$ cat src/rtl/screen_select_seq.sv
// Frame-synchronous screen selector: picks the highest-priority enabled screen source,
// switches only on frame_start, and can insert background frames between screens.
module screen_select_seq #(
    parameter int unsigned        NUM_SCREENS  = 4,
    parameter int unsigned        RGB_W        = 3,
    parameter int unsigned        ADDR_W       = 11,
    parameter logic [RGB_W-1:0]   BG_COLOR     = 3'b001,
    parameter int unsigned        BLANK_FRAMES = 1,
    localparam int unsigned       IDX_W        = (NUM_SCREENS > 1) ? $clog2(NUM_SCREENS) : 1
) (
    input  logic                          clk,
    input  logic                          reset,
    input  logic [NUM_SCREENS-1:0]        ce,
    input  logic [NUM_SCREENS*RGB_W-1:0]  rgb_in,
    input  logic [NUM_SCREENS*ADDR_W-1:0] addr_in,
    input  logic                          frame_start,
    input  logic                          video_on,
    output logic [RGB_W-1:0]              rgb,
    output logic [ADDR_W-1:0]             rom_addr,
    output logic [IDX_W-1:0]              active_idx,
    output logic                          active_valid,
    output logic                          switching
);

    localparam int unsigned CNT_W = (BLANK_FRAMES > 0) ? $clog2(BLANK_FRAMES + 1) : 1;
    localparam logic [CNT_W-1:0] CntInit =
        CNT_W'((BLANK_FRAMES > 0) ? BLANK_FRAMES - 1 : 0);

    typedef enum logic [1:0] {StIdle, StShow, StBlank} state_e;

    state_e           state_q, state_d;
    logic [IDX_W-1:0] sel_idx_q, sel_idx_d;
    logic [IDX_W-1:0] pend_idx_q, pend_idx_d;
    logic [CNT_W-1:0] cnt_q, cnt_d;

    logic [IDX_W-1:0]  req_idx;
    logic              req_valid;
    logic [RGB_W-1:0]  pix_rgb, rgb_d;
    logic [ADDR_W-1:0] pix_addr, rom_addr_d;

    // Scan downwards so the lowest enabled index is the last (winning) assignment.
    always_comb begin
        req_idx   = '0;
        req_valid = |ce;
        for (int i = int'(NUM_SCREENS) - 1; i >= 0; i--) begin
            if (ce[i]) req_idx = IDX_W'(i);
        end
    end

    always_comb begin
        state_d    = state_q;
        sel_idx_d  = sel_idx_q;
        pend_idx_d = pend_idx_q;
        cnt_d      = cnt_q;
        if (frame_start) begin
            case (state_q)
                StIdle: begin
                    if (req_valid) begin
                        state_d   = StShow;
                        sel_idx_d = req_idx;
                    end
                end
                StShow: begin
                    if (!req_valid) begin
                        state_d = StIdle;
                    end else if (req_idx != sel_idx_q) begin
                        if (BLANK_FRAMES == 0) begin
                            sel_idx_d = req_idx;
                        end else begin
                            state_d    = StBlank;
                            pend_idx_d = req_idx;
                            cnt_d      = CntInit;
                        end
                    end
                end
                StBlank: begin
                    if (cnt_q != '0) begin
                        cnt_d = cnt_q - 1'b1;
                        if (req_valid) pend_idx_d = req_idx;
                    end else if (req_valid) begin
                        state_d   = StShow;
                        sel_idx_d = req_idx;
                    end else begin
                        state_d = StIdle;
                    end
                end
                default: state_d = StIdle;
            endcase
        end
    end

    always_comb begin
        pix_rgb  = '0;
        pix_addr = '0;
        for (int i = 0; i < int'(NUM_SCREENS); i++) begin
            if (sel_idx_q == IDX_W'(i)) begin
                pix_rgb  = rgb_in[i*RGB_W +: RGB_W];
                pix_addr = addr_in[i*ADDR_W +: ADDR_W];
            end
        end
    end

    // Pixel path follows the pre-update state; the new selection appears one cycle later.
    always_comb begin
        rgb_d      = '0;
        rom_addr_d = '0;
        if (video_on) begin
            if (state_q == StShow) begin
                rgb_d      = pix_rgb;
                rom_addr_d = pix_addr;
            end else begin
                rgb_d = BG_COLOR;
            end
        end
    end

    always_ff @(posedge clk) begin
        if (reset) begin
            state_q      <= StIdle;
            sel_idx_q    <= '0;
            pend_idx_q   <= '0;
            cnt_q        <= '0;
            rgb          <= '0;
            rom_addr     <= '0;
            active_idx   <= '0;
            active_valid <= 1'b0;
            switching    <= 1'b0;
        end else begin
            state_q      <= state_d;
            sel_idx_q    <= sel_idx_d;
            pend_idx_q   <= pend_idx_d;
            cnt_q        <= cnt_d;
            rgb          <= rgb_d;
            rom_addr     <= rom_addr_d;
            active_idx   <= sel_idx_d;
            active_valid <= (state_d == StShow);
            switching    <= (state_d == StBlank);
        end
    end

endmodule

$ cat config.mk
export PLATFORM = sky130hd
export DESIGN_NAME = screen_select_seq
export DESIGN_NICKNAME = d
export VERILOG_FILES = /design/src/rtl/screen_select_seq.sv
export SDC_FILE = /design/constraint.sdc
export NUM_CORES = 1
export LEC_CHECK = 0
export BUFFER_PORTS_ARGS = -buffer_cell sky130_fd_sc_hd__buf_2
export CAP_MARGIN = 20
export CORE_ASPECT_RATIO = 0.75
export CORE_UTILIZATION = 39
export DETAILED_ROUTE_END_ITERATION = 8
export PLACE_DENSITY = 0.78
export RECOVER_POWER = 25
export SYNTH_ARGS = -nofsm -noshare
export SYNTH_HDL_FRONTEND = slang
export SYNTH_SLANG_ARGS = --single-unit
export TNS_END_PERCENT = 20
$ cat constraint.sdc
create_clock -name clk -period 1.8 [get_ports clk]
set_input_delay 0.09 -clock clk [delete_from_list [all_inputs] [get_ports clk]]
set_output_delay 0.09 -clock clk [all_outputs]
set_load 0.02 [all_outputs]
Yosys cells after proc, flatten, opt, wreduce, memory -nomap -nowiden
Cells that the tools add are included.
- add/sub/neg operators: 1
- eq/ne operators: 11
- multiplexer cells: 27
- bitwise operators: 2
- reductions and logical operators: 9
- operator list (cell ; count):
    11-bit two-way mux ; 4
    2-bit two-way mux ; 11
    3-bit two-way mux ; 4
    2-bit equality test (second input constant) ; 4
    2-bit by 1-bit equality test with 1-bit output (second input constant) ; 3
    2-bit inequality test (second input constant) ; 3
    2-bit one-hot mux with 3 select lines ; 1
    1-bit two-way mux ; 5
    2-bit zero test ; 2
    2-bit one-hot mux with 2 select lines ; 1
    4-bit AND reduction ; 1
    2-bit nonzero test ; 2
    4-bit OR reduction ; 1
    3-bit AND reduction ; 1
    3-bit OR reduction ; 1
    2-bit inequality test ; 1
    1-bit NOT ; 2
    1-bit one-hot mux with 2 select lines ; 1
    2-bit OR reduction ; 1
    1-bit subtractor (second input constant) ; 1
- register bits after elaboration: 21
- input port bits: 64
- output and inout bits: 18

Depth between registers and ports, before layout
Gate-level depths: netlist of the first run.
- word-level depth: 10
- mapped depth: 6
- mapped depth without buffers: 4

Worst setup path after synthesis of the first run
OpenSTA, ideal clock, no wires.
- path type: reg2reg
- start point: reg sel_idx_q[0]
- end point: reg rgb[1]
- arrival: 1.561 ns
- slack: 0.111 ns
- cell stages (with the launch flop): 5
- buffers on the path: 2
- period minus slack after synthesis: 1.689 ns
- cell sequence: dfxtp_1 -> buf_4 -> buf_2 -> mux4_2 -> nor2b_1
- cells in the longest elaborated chain, start to end: 5
- elaborated cells between the ends (all ways): 8
- RTL lines (what ; line ; source):
    start, declared ; 32 ; logic [IDX_W-1:0] sel_idx_q, sel_idx_d;
    start signal, assigned ; 130 ; sel_idx_q <= sel_idx_d;
    2-bit zero test ; 96 ; if (sel_idx_q == IDX_W'(i)) begin
    3-bit two-way mux (3 in series) ; 96 ;
    3-bit two-way mux (*) ; 96 ;
    end signal, assigned ; 133 ; rgb <= rgb_d;
    end, declared ; 18 ; output logic [RGB_W-1:0] rgb,
Mark *: on every way between the ends. The rest lies on a longest branch, timed or not.
A chain may end at the register's enable or synchronous reset.

Final worst setup path of the first run
- start point: reg sel_idx_q[0]
- end point: reg active_valid
- cells in the longest elaborated chain, start to end: 6
- RTL lines (what ; line ; source):
    2-bit inequality test ; 66 ; end else if (req_idx != sel_idx_q) begin
    2-bit two-way mux ; 66 ;
    2-bit two-way mux ; 64 ; if (!req_valid) begin
    2-bit one-hot mux with 3 select lines ; 56 ; case (state_q)
    2-bit two-way mux ; 55 ; if (frame_start) begin
    2-bit by 1-bit equality test with 1-bit output ; 136 ; active_valid <= (state_d == StShow);
    end signal, assigned ; 136 ;
    end, declared ; 21 ; output logic active_valid,
No other way between the ends.

==> impl_summary.txt, run 1 <==
----------------------------------------------------
[STA]
  Setup TNS ... 0 ps
  Pin slew with the least headroom to its limit ... 522 ps
  Final worst path period need ... 1430 ps
  Tcrit/Tclk final ... 0.797
  Setup repair after global routing missed its margin ... false
  Final hold violation count ... 0
  Final number of max-transition violations ... 0
  Total of endpoints with negative setup slack in the final report ... 0
  Max Freq ... 0.697 GHz
  Clock tree skew after final layout ... 12.0 ps
  Smallest hold slack ... 17.2 ps
  Worst slew margin relative to its limit ... 0.651

[Detailed routing]
  First-pass iteration count of the detailed router ... 4
  Total number of vias ... 1067
  Remaining antenna violation count ... 0
  Final routed DRC violation total ... 0
  Drt first-iter violations ... 23
  Average wire per cell in the routed design ... 13.9 µm
  Number of vias per cell after detailed routing ... 5.15
  Overall routed net length ... 2880 µm

[Critical path]
  Nature of the critical path startpoint ... flop
  Reg-to-reg critical path startpoint ... sel_idx_q[0]
  CP endpoint ... active_valid
  Number of cells on the worst reg-to-reg path ... 5
  Highest fanout seen on the critical path ... 7
  Arrival time worst endpoint ... 1650 ps
  Required time of the critical path ... 2010 ps
  Start point of the critical path ... sel_idx_q[0]
  Endpoint of the lowest-slack register-to-register path ... active_valid
  Critical Path End Type ... flop
  Critical setup path kind ... reg2reg
  Slack of the worst reg-to-reg path ... 370 ps

[Power]
  Total power density per cell area ... 716 nW/µm²
  Maximum vdd ir drop ... 0.485 mV
  Clock share of power ... 0.341
  Leak ... 0.711 nW
  Net switching power of the design ... 0.272 mW
  Switching portion of total power ... 0.246
  Sequential share of power ... 0.429
  Part of the total power dissipated in combinational logic ... 0.230
  Internal power of the cells ... 0.833 mW
  Final Power ... 1.10 mW

[Cells and area]
  Final-layout fill cell count ... 195
  Total non-filler cell area in the finished layout ... 1540 µm²
  Share of cells above drive strength 1 ... 0.543
  Post-Route Utilization ... 0.637
  Final nets ... 238
  Area growth from synthesis to layout ... 46.4%
  Diodes inserted ... 0

[Synthesis]
  Fraction of post-synthesis cell area in the top cell type by area ... 0.380
  Post-synth ARST share ... 0
  Syn Std Cell Area ... 1050 µm²
  Post-synth EDFFs ... 0
  Leading post-synthesis cells by cell area ... dfxtp_1, mux4_2, nor2b_1
  Total nets after synthesis ... 153
  Register bit total from synthesis ... 20
  Cell taking the most area after synthesis ... dfxtp_1
  Number of distinct standard cells referenced by the synthesized netlist ... 26
  Count of yosys warnings during synthesis ... 0
  Syn Inst Count ... 89
  Leading cell types by count after synthesis ... dfxtp_1, nor2b_1, mux4_2
  Predominant post-synthesis flop cell ... dfxtp_1
  Cell with the most instances after synthesis ... dfxtp_1
  Sequential-to-total area share from yosys stat ... 0.380
  Mean area per synthesized cell ... 11.8 µm²

[Place]
  Input/output buffers ... 81
  Final Wtd Congestion ... 0.826
  Post-place instance area ... 1490 µm²
  HPWL after detailed placement ... 2290 µm

[Global routing]
  Total track usage ... 0.208
  Pin count of the biggest net entering global routing ... 19
  Initial antenna violation count ... 0
  Grt peak-use layer ... met2
  Overall overflow remaining after global route ... 0
  Met1 track utilization from global routing ... 0.246
  Wire length of the first global-routing pass ... 4170 µm
  GRT met2 Usage ... 0.360
  Grt met3 use ... 0.0689
  Number of global-route vias before repair ... 907

[Worst hold path]
  Type of the most critical hold path ... in2reg

[Die]
  Horiz. Die Dim ... 62.0 µm
  Initial standard-cell utilization of the core ... 0.435
  Top Ports ... 82
  Placeable core area ... 2420 µm²
  Total die area ... 2920 µm²
  Height of the chip ... 47.0 µm
  Num rows ... 15

[Clock tree]
  Maximum level of the CTS H-tree ... 1
  Clock buffer depth ... 2
  Clock-pin slew reported for the worst setup and hold paths after clock tree synthesis ... 110 ps
  Cell chosen for the clock root ... clkbuf_4
  Number of cells upsized or downsized after cts ... 0
  Inserted Clock Buffers ... 3
  Number of clock sinks ... 20
  Clock insertion delay at the later pin of the skew report ... 310 ps
  TritonCTS clock tree ... yes

[Job]
  Max-cap viol count ... 0

[Outcome]
  Run status ... complete, no violations

----------------------------------------------------
## cell type report
type / instances / area [µm²] / area share
well taps: 34 / 42.5 / 0.0276
multi-input cells: 62 / 613 / 0.397
clock buffers: 3 / 22.5 / 0.0146
repair buffers: 85 / 427 / 0.277
inverters: 2 / 7.51 / 0.00487
clock inverters: 1 / 30.0 / 0.0195
flip-flops and latches: 20 / 400 / 0.260
## per-stage QoR
| stage | std cells | setup slack, ps |
|---|---|---|
| after floorplan | 89 | 111 |
| after global placement | 202 | 440 |
| after detailed placement | 202 | 379 |
| after CTS | 207 | 360 |
| after global routing | 207 | 208 |
| final | 207 | 366 |
## registers in the layout, summed over array words and instances (netlist names)
signal	count
rgb	3
sel_idx_q	2
switching	1
state_q	2
rom_addr	11
active_valid	1
## power by group through the flow
stage                     sequential [mW]  clock (mW)  combinational (mW)
after detailed placement            0.483           0               0.254
final                               0.474       0.377               0.254
after floorplan                     0.503           0               0.130
after global routing                0.476       0.402               0.276
after global placement              0.482           0               0.246
after CTS                           0.473       0.381               0.258
## worst min path at each step
stage / startpoint / to / slack [ps] / cells after the start
floorplan: reset / sel_idx_q[0] / 160 / 1
CTS: video_on / rgb[0] / 10 / 2
global placement: reset / sel_idx_q[0] / 320 / 2
finish: video_on / rgb[0] / 20 / 2
global route: video_on / rgb[0] / 20 / 2
detailed placement: reset / sel_idx_q[0] / 320 / 2
## layout by cell type, fill, tap and decap left out, types with 2 or more instances in the layout
cell	instances
a21oi_1	2
buf_2	72
buf_4	3
clkbuf_1	9
clkbuf_4	3
dfxtp_1	20
inv_1	2
mux4_2	13
nand2_1	5
nand2b_1	3
nor2_1	6
nor2b_1	15
nor3_1	2
o21ai_0	4
## cells by family after synthesis
logic type | Yosys count | synth area share
buffers and inverters | 7 | 0.0380
AOI/OAI and AO/OA | 13 | 0.0891
DFF | 20 | 0.380
and+or+nand+nor | 35 | 0.190
muxes | 14 | 0.303
## routing by layer
layer	share of wire	vias to the layer above
met1	0.38	501
met5	0	-
met3	0.092	4
li1	-	506
met2	0.52	56
met4	0.010	0
## worst max-delay path, stage by stage, from the launching register on
cell	delay [ps]
dfxtp_1	350
buf_4	180
and3b_1	180
o211ai_1	280
a41oi_1	160
o21a_1	190
## timing repair
item	4_1_cts	5_1_grt
hold endpoints to repair	1	0
hold buffers	1	0
buffers inserted	0	0
Note: power is estimated with default switching activity, not from simulation.
==> inputs of run 2 (changes only) <==
--- a/config.mk
+++ b/config.mk
@@ -5,12 +5,13 @@
 export SDC_FILE = /design/constraint.sdc
 export NUM_CORES = 1
 export LEC_CHECK = 0
+export ABC_AREA = 1
 export BUFFER_PORTS_ARGS = -buffer_cell sky130_fd_sc_hd__buf_2
 export CAP_MARGIN = 20
 export CORE_ASPECT_RATIO = 0.75
-export CORE_UTILIZATION = 39
+export CORE_UTILIZATION = 37
 export DETAILED_ROUTE_END_ITERATION = 8
-export PLACE_DENSITY = 0.78
+export PLACE_DENSITY = 0.75
 export RECOVER_POWER = 25
 export SYNTH_ARGS = -nofsm -noshare
 export SYNTH_HDL_FRONTEND = slang
==> constraint.sdc (replaced) <==
create_clock -name clk -period 1.23 [get_ports clk]
set_input_delay 0.0615 -clock clk [delete_from_list [all_inputs] [get_ports clk]]
set_output_delay 0.0615 -clock clk [all_outputs]
set_load 0.02 [all_outputs]
==> run 2 against run 1 <==
Effect of this change:
- non-clock buffer count grew 4
- global-route usage shrank 2.0 points
- largest cell class unchanged
- setup slack lost 300 ps
- register-to-register slack lost 300 ps
- synthesized cell count grew 85%
- core utilization shrank 7.5 points
==> impl_summary.txt, run 2 <==
----------------------------------------------------
[Outcome]
  Run status ... complete, no violations (unchanged)

[Cells and area]
  Largest registers in the final layout ... rom_addr: 11 flops, rgb: 3 flops (unchanged)
  Area growth from synthesis to layout ... 43.7% (was 46.4%)
  Final-layout fill cell count ... 300 (was 195)
  Commonest non-fill, non-tap cell in the layout ... buf_2 (unchanged)
  Commonest non-fill, non-tap cells in the layout ... buf_2, nand2_1, nand3_1 (was buf_2, dfxtp_1, nor2b_1)
  Share of cells above drive strength 1 ... 0.428 (was 0.543)
  Number of flip-flops in the largest register ... 11 (unchanged)
  Final nets ... 315 (was 238)
  Diodes inserted ... 0 (unchanged)
  Register bank with the most flops ... rom_addr (unchanged)
  Post-Route Utilization ... 0.562 (was 0.637)

[Die]
  Top Ports ... 82 (unchanged)
  Placeable core area ... 2980 µm² (was 2420 µm²)
  Height of the chip ... 50.6 µm (was 47.0 µm)
  Total die area ... 3380 µm² (was 2920 µm²)
  Initial standard-cell utilization of the core ... 0.391 (was 0.435)
  Horiz. Die Dim ... 66.8 µm (was 62.0 µm)
  Num rows ... 17 (was 15)

[Synthesis]
  Leading cell types by count after synthesis ... nand2_1, nand3_1, inv_1 (was dfxtp_1, nor2b_1, mux4_2)
  Post-synth EDFFs ... 0 (unchanged)
  Number of distinct standard cells referenced by the synthesized netlist ... 21 (was 26)
  Fraction of post-synthesis cell area in the top cell type by area ... 0.344 (was 0.380)
  Mean area per synthesized cell ... 7.06 µm² (was 11.8 µm²)
  Sequential-to-total area share from yosys stat ... 0.344 (was 0.380)
  Syn Inst Count ... 165 (was 89)
  Cell taking the most area after synthesis ... dfxtp_1 (unchanged)
  Predominant post-synthesis flop cell ... dfxtp_1 (unchanged)
  Syn Std Cell Area ... 1160 µm² (was 1050 µm²)
  Total nets after synthesis ... 229 (was 153)
  Post-synth ARST share ... 0 (unchanged)
  Register bit total from synthesis ... 20 (unchanged)
  Leading post-synthesis cells by cell area ... dfxtp_1, nand2_1, nand3_1 (was dfxtp_1, mux4_2, nor2b_1)
  Cell with the most instances after synthesis ... nand2_1 (was dfxtp_1)
  Count of yosys warnings during synthesis ... 0 (unchanged)

[Worst hold path]
  Type of the most critical hold path ... in2reg (unchanged)

[Place]
  Input/output buffers ... 81 (unchanged)
  Final Wtd Congestion ... 0.821 (was 0.826)
  Worst slack, placed ... 67.2 ps (was 379 ps)
  HPWL after detailed placement ... 2470 µm (was 2290 µm)

[Detailed routing]
  Total number of vias ... 1343 (was 1067)
  Drt first-iter violations ... 56 (was 23)
  First-pass iteration count of the detailed router ... 4 (unchanged)
  Average wire per cell in the routed design ... 10.9 µm (was 13.9 µm)
  Remaining antenna violation count ... 0 (unchanged)
  Overall routed net length ... 3150 µm (was 2880 µm)
  Number of vias per cell after detailed routing ... 4.66 (was 5.15)
  Final routed DRC violation total ... 0 (unchanged)

[Global routing]
  Number of global-route vias before repair ... 1149 (was 907)
  Total track usage ... 0.188 (was 0.208)
  Overall overflow remaining after global route ... 0 (unchanged)
  Initial antenna violation count ... 0 (unchanged)
  Wire length of the first global-routing pass ... 4820 µm (was 4170 µm)
  Pin count of the biggest net entering global routing ... 22 (was 19)

[Clock tree]
  TritonCTS clock tree ... yes (unchanged)
  Number of clock sinks ... 20 (unchanged)
  Cell chosen for the clock root ... clkbuf_8 (was clkbuf_4)
  Number of cells upsized or downsized after cts ... 0 (unchanged)
  Number of buffers inserted by post-CTS setup repair ... 0 (unchanged)
  Clock insertion delay at the later pin of the skew report ... 260 ps (was 310 ps)
  Maximum level of the CTS H-tree ... 1 (unchanged)
  Clock-pin slew reported for the worst setup and hold paths after clock tree synthesis ... 80 ps (was 110 ps)
  Number of hold buffers added after cts ... 0 (was 1)
  Clock buffer depth ... 2 (unchanged)
  Inserted Clock Buffers ... 3 (unchanged)

[Power]
  Leak ... 0.967 nW (was 0.711 nW)
  Final Power ... 1.70 mW (was 1.10 mW)
  Total power density per cell area ... 1010 nW/µm² (was 716 nW/µm²)
  Maximum vdd ir drop ... 0.571 mV (was 0.485 mV)

[STA]
  Worst slew margin relative to its limit ... 0.818 (was 0.651)
  Tcrit/Tclk final ... 0.949 (was 0.797)
  Setup repair after global routing missed its margin ... false (unchanged)
  Setup TNS ... 0 ps (unchanged)
  Pin slew with the least headroom to its limit ... 272 ps (was 522 ps)
  Final setup margin ... 62.5 ps (was 366 ps)
  Final worst path period need ... 1170 ps (was 1430 ps)
  Total of endpoints with negative setup slack in the final report ... 0 (unchanged)
  Clock tree skew after final layout ... 6.78 ps (was 12.0 ps)
  Final hold violation count ... 0 (unchanged)
  Max Freq ... 0.857 GHz (was 0.697 GHz)
  Final number of max-transition violations ... 0 (unchanged)

[Critical path]
  Critical setup path kind ... reg2reg (unchanged)
  Nature of the critical path startpoint ... flop (unchanged)
  Highest fanout seen on the critical path ... 21 (was 7)
  Required time of the critical path ... 1380 ps (was 2010 ps)
  Arrival time worst endpoint ... 1310 ps (was 1650 ps)
  Critical Path End Type ... flop (unchanged)

[Job]
  Max-cap viol count ... 0 (unchanged)

----------------------------------------------------
[run 2: changes by cell type after synthesis, sizes merged, moves of 2 or more]
cell    change
buf         +3
nor2b      -15
inv        +26
o21ai      +12
nor3        -2
mux4       -14
o211ai     +12
nand3      +27
nand2      +36
nand2b      -3
[run 2: worst max-delay path, cell delays in order, from the launching register on]
cell and delay (ps):
dfxtp_1 380, buf_12 170, inv_2 50, nand2_1 60, inv_2 80, a211oi_1 230, a21oi_1 80
[run 2: stage by stage]
step	area [µm²]	cells	hold slack, ps
after floorplan	1170	165	208
after global placement	1630	284	301
after detailed placement	1630	284	306
after CTS	1680	288	30.5
after global routing	1670	288	37.5
final	1670	288	32.4
[run 2: routing by layer]
layer / share of wire / routed length, µm / GRT usage
met1: 0.45 / 1420 / 0.243
met2: 0.44 / 1390 / 0.311
met3: 0.10 / 323 / 0.0568
met4: 0.0054 / 17 / 0.0319
met5: 0 / 0 / 0
[run 2: cell families (layout without fill, tap and decap cells)]
family                 after synthesis  in the layout  share of synthesized area
AND/OR/NAND/NOR                     76             76                      0.331
buffers and inverters               36            121                      0.154
AO/OA/AOI/OAI                       33             33                      0.172
flip-flops                          20             20                      0.344
[run 2: where the power goes]
| group | internal [mW] | switching [mW] | total (mW) |
|---|---|---|---|
| Sequential | 0.679 | 0.0165 | 0.695 |
| Clock | 0.285 | 0.224 | 0.510 |
| Combinational | 0.216 | 0.277 | 0.493 |
| Total | 1.18 | 0.518 | 1.70 |
[run 2: worst paths after layout]
path / cells after the start / slack [ps] / to / from
max: 6 / 60 / rgb[0] / sel_idx_q[0]
min: 3 / 30 / rom_addr[5] / addr_in[38]
max reg2reg: 6 / 60 / rgb[0] / sel_idx_q[0]
min reg2reg: 3 / 580 / active_valid / state_q[1]
[run 2: cell type report]
class / instances / area [µm²] / share of cell area
Tap cell: 38 / 47.5 / 0.0284
Timing Repair Buffer: 89 / 467 / 0.279
Clock buffer: 4 / 55.1 / 0.0329
Inverter: 28 / 113 / 0.0673
Sequential cell: 20 / 404 / 0.241
Multi-Input combinational cell: 109 / 588 / 0.351
==> inputs of run 3 (changes only) <==
--- a/config.mk
+++ b/config.mk
@@ -13,6 +13,8 @@
 export DETAILED_ROUTE_END_ITERATION = 8
 export PLACE_DENSITY = 0.75
 export RECOVER_POWER = 25
+export SETUP_SLACK_MARGIN = 0.4
+export SLEW_MARGIN = 20
 export SYNTH_ARGS = -nofsm -noshare
 export SYNTH_HDL_FRONTEND = slang
 export SYNTH_SLANG_ARGS = --single-unit
==> run 3 against run 2 <==
Effect of this change:
- sequential cell count stayed put
- first-iteration DRC count is 3.6% lower
- combinational power is 23% higher
- critical endpoint is now rom_addr[3]
- largest power group unchanged
- highest routed layer unchanged
==> impl_summary.txt, run 3 (synthesis gave the netlist of run 2 again) <==
----------------------------------------------------
[Die]
  Horiz. Die Dim ... 66.8 µm (unchanged)
  Placeable core area ... 2980 µm² (unchanged)
  Height of the chip ... 50.6 µm (unchanged)
  Initial standard-cell utilization of the core ... 0.391 (unchanged)
  Num rows ... 17 (unchanged)
  Top Ports ... 82 (unchanged)
  Total die area ... 3380 µm² (unchanged)

[Global routing]
  Wire length of the first global-routing pass ... 5330 µm (was 4820 µm)
  Pin count of the biggest net entering global routing ... 14 (was 22)
  Number of global-route vias before repair ... 1271 (was 1149)
  Total track usage ... 0.211 (was 0.188)
  Initial antenna violation count ... 0 (unchanged)
  Overall overflow remaining after global route ... 0 (unchanged)

[Clock tree]
  Clock buffer depth ... 2 (unchanged)
  Clock-pin slew reported for the worst setup and hold paths after clock tree synthesis ... 70 ps (was 80 ps)
  Cell chosen for the clock root ... clkbuf_8 (unchanged)
  TritonCTS clock tree ... yes (unchanged)
  Clock insertion delay at the later pin of the skew report ... 250 ps (was 260 ps)
  Inserted Clock Buffers ... 3 (unchanged)
  Number of clock sinks ... 20 (unchanged)
  Maximum level of the CTS H-tree ... 1 (unchanged)
  Number of hold buffers added after cts ... 0 (unchanged)

[Detailed routing]
  First-pass iteration count of the detailed router ... 4 (unchanged)
  Overall routed net length ... 3440 µm (was 3150 µm)
  Total number of vias ... 1413 (was 1343)
  Drt first-iter violations ... 54 (was 56)
  Remaining antenna violation count ... 0 (unchanged)
  Average wire per cell in the routed design ... 11.5 µm (was 10.9 µm)
  Final routed DRC violation total ... 0 (unchanged)
  Number of vias per cell after detailed routing ... 4.73 (was 4.66)

[Cells and area]
  Combined area of the multi-input logic cells ... 633 µm² (was 588 µm²)
  Number of flip-flops in the largest register ... 11 (unchanged)
  Final nets ... 326 (was 315)
  Share of cells above drive strength 1 ... 0.487 (was 0.428)
  Largest registers in the final layout ... rom_addr: 11 flops, rgb: 3 flops (unchanged)
  Final-layout fill cell count ... 296 (was 300)
  Register bank with the most flops ... rom_addr (unchanged)
  Non-filler instance count after layout ... 299 (was 288)
  Reg area ... 408 µm² (was 404 µm²)
  Commonest non-fill, non-tap cell in the layout ... buf_2 (unchanged)
  Commonest non-fill, non-tap cells in the layout ... buf_2, nand2_1, nand3_1 (unchanged)
  Area growth from synthesis to layout ... 57.7% (was 43.7%)
  Total non-filler cell area in the finished layout ... 1840 µm² (was 1670 µm²)
  Diodes inserted ... 0 (unchanged)

[Outcome]
  Run status ... complete, no violations (unchanged)

[Critical path]
  Critical setup path kind ... reg2reg (unchanged)
  Slack of the worst reg-to-reg path ... 140 ps (was 60 ps)
  Critical Path End Type ... flop (unchanged)
  Nature of the critical path startpoint ... flop (unchanged)
  Arrival time worst endpoint ... 1240 ps (was 1310 ps)
  Highest fanout seen on the critical path ... 6 (was 21)
  Required time of the critical path ... 1380 ps (about the same)

[Place]
  Final Wtd Congestion ... 0.764 (was 0.821)
  Worst slack, placed ... 74.6 ps (was 67.2 ps)
  HPWL after detailed placement ... 2370 µm (was 2470 µm)
  Placed insts ... 278 (was 284)
  Post-place instance area ... 1580 µm² (was 1630 µm²)
  Input/output buffers ... 81 (unchanged)

[STA]
  Total of endpoints with negative setup slack in the final report ... 0 (unchanged)
  Final worst path period need ... 1090 ps (was 1170 ps)
  Max Freq ... 0.914 GHz (was 0.857 GHz)
  Setup repair after global routing missed its margin ... true (was false)
  Tcrit/Tclk final ... 0.889 (was 0.949)
  Final hold violation count ... 0 (unchanged)
  Final setup margin ... 136 ps (was 62.5 ps)
  Clock tree skew after final layout ... 2.15 ps (was 6.78 ps)
  Setup TNS ... 0 ps (unchanged)
  Worst slew margin relative to its limit ... 0.822 (was 0.818)
  Pin slew with the least headroom to its limit ... 268 ps (was 272 ps)
  Final number of max-transition violations ... 0 (unchanged)

[Power]
  Total power density per cell area ... 979 nW/µm² (was 1010 nW/µm²)
  Maximum vdd ir drop ... 0.465 mV (was 0.571 mV)
  Leak ... 1.05 nW (was 0.967 nW)

[Worst hold path]
  Type of the most critical hold path ... in2reg (unchanged)

[Job]
  Max-cap viol count ... 0 (unchanged)

----------------------------------------------------
[run 3: stage by stage]
stage                     hold slack [ps]  total power [mW]   util
after floorplan                       208              1.04      -
after global placement                296              1.18  0.530
after detailed placement              305              1.18  0.530
after CTS                            40.3              1.80  0.613
after global routing                 36.8              1.91  0.617
final                                40.4              1.80  0.617
[run 3: layout make-up]
type / instances / area share
Sequential cell: 20 / 0.222
Clock buffer: 4 / 0.0300
Timing Repair Buffer: 99 / 0.313
Tap cell: 38 / 0.0259
Inverter: 28 / 0.0640
Multi-Input combinational cell: 110 / 0.345
[run 3: final timing paths]
path           startpoint      endpoint  depth (start not counted)
min           addr_in[42]   rom_addr[9]                          3
max reg2reg  sel_idx_q[0]   rom_addr[3]                          6
max          sel_idx_q[0]   rom_addr[3]                          6
min reg2reg    state_q[1]  active_valid                          3
[run 3: critical path, cell delays in order (launching register included)]
cell,delay (ps)
dfxtp_4,370
buf_6,130
buf_4,140
o21ai_0,80
nand3_1,120
o211ai_1,90
inv_1,50
[run 3: per-layer routing]
| metal | global-route usage | routed length [µm] | vias up |
|---|---|---|---|
| li1 | - | - | 732 |
| met1 | 0.251 | 1520 | 621 |
| met2 | 0.387 | 1670 | 58 |
| met3 | 0.0364 | 232 | 2 |
| met4 | 0.0532 | 12 | 0 |
| met5 | 0 | 0 | - |
[run 3: what timing repair did]
item / 4_1_cts / 5_1_grt
cloned: 1 / 0
pin swaps: 8 / 7
endpoints found under the setup margin: 21 / 23
buffers inserted: 16 / 0
gates resized for setup: 23 / 6
[run 3: power breakdown]
| group | switching (mW) | internal (mW) | leakage, nW |
|---|---|---|---|
| combinational | 0.325 | 0.280 | 0.852 |
| clock | 0.212 | 0.284 | 0.0288 |
| sequential | 0.0162 | 0.679 | 0.164 |
| total | 0.553 | 1.24 | 1.05 |
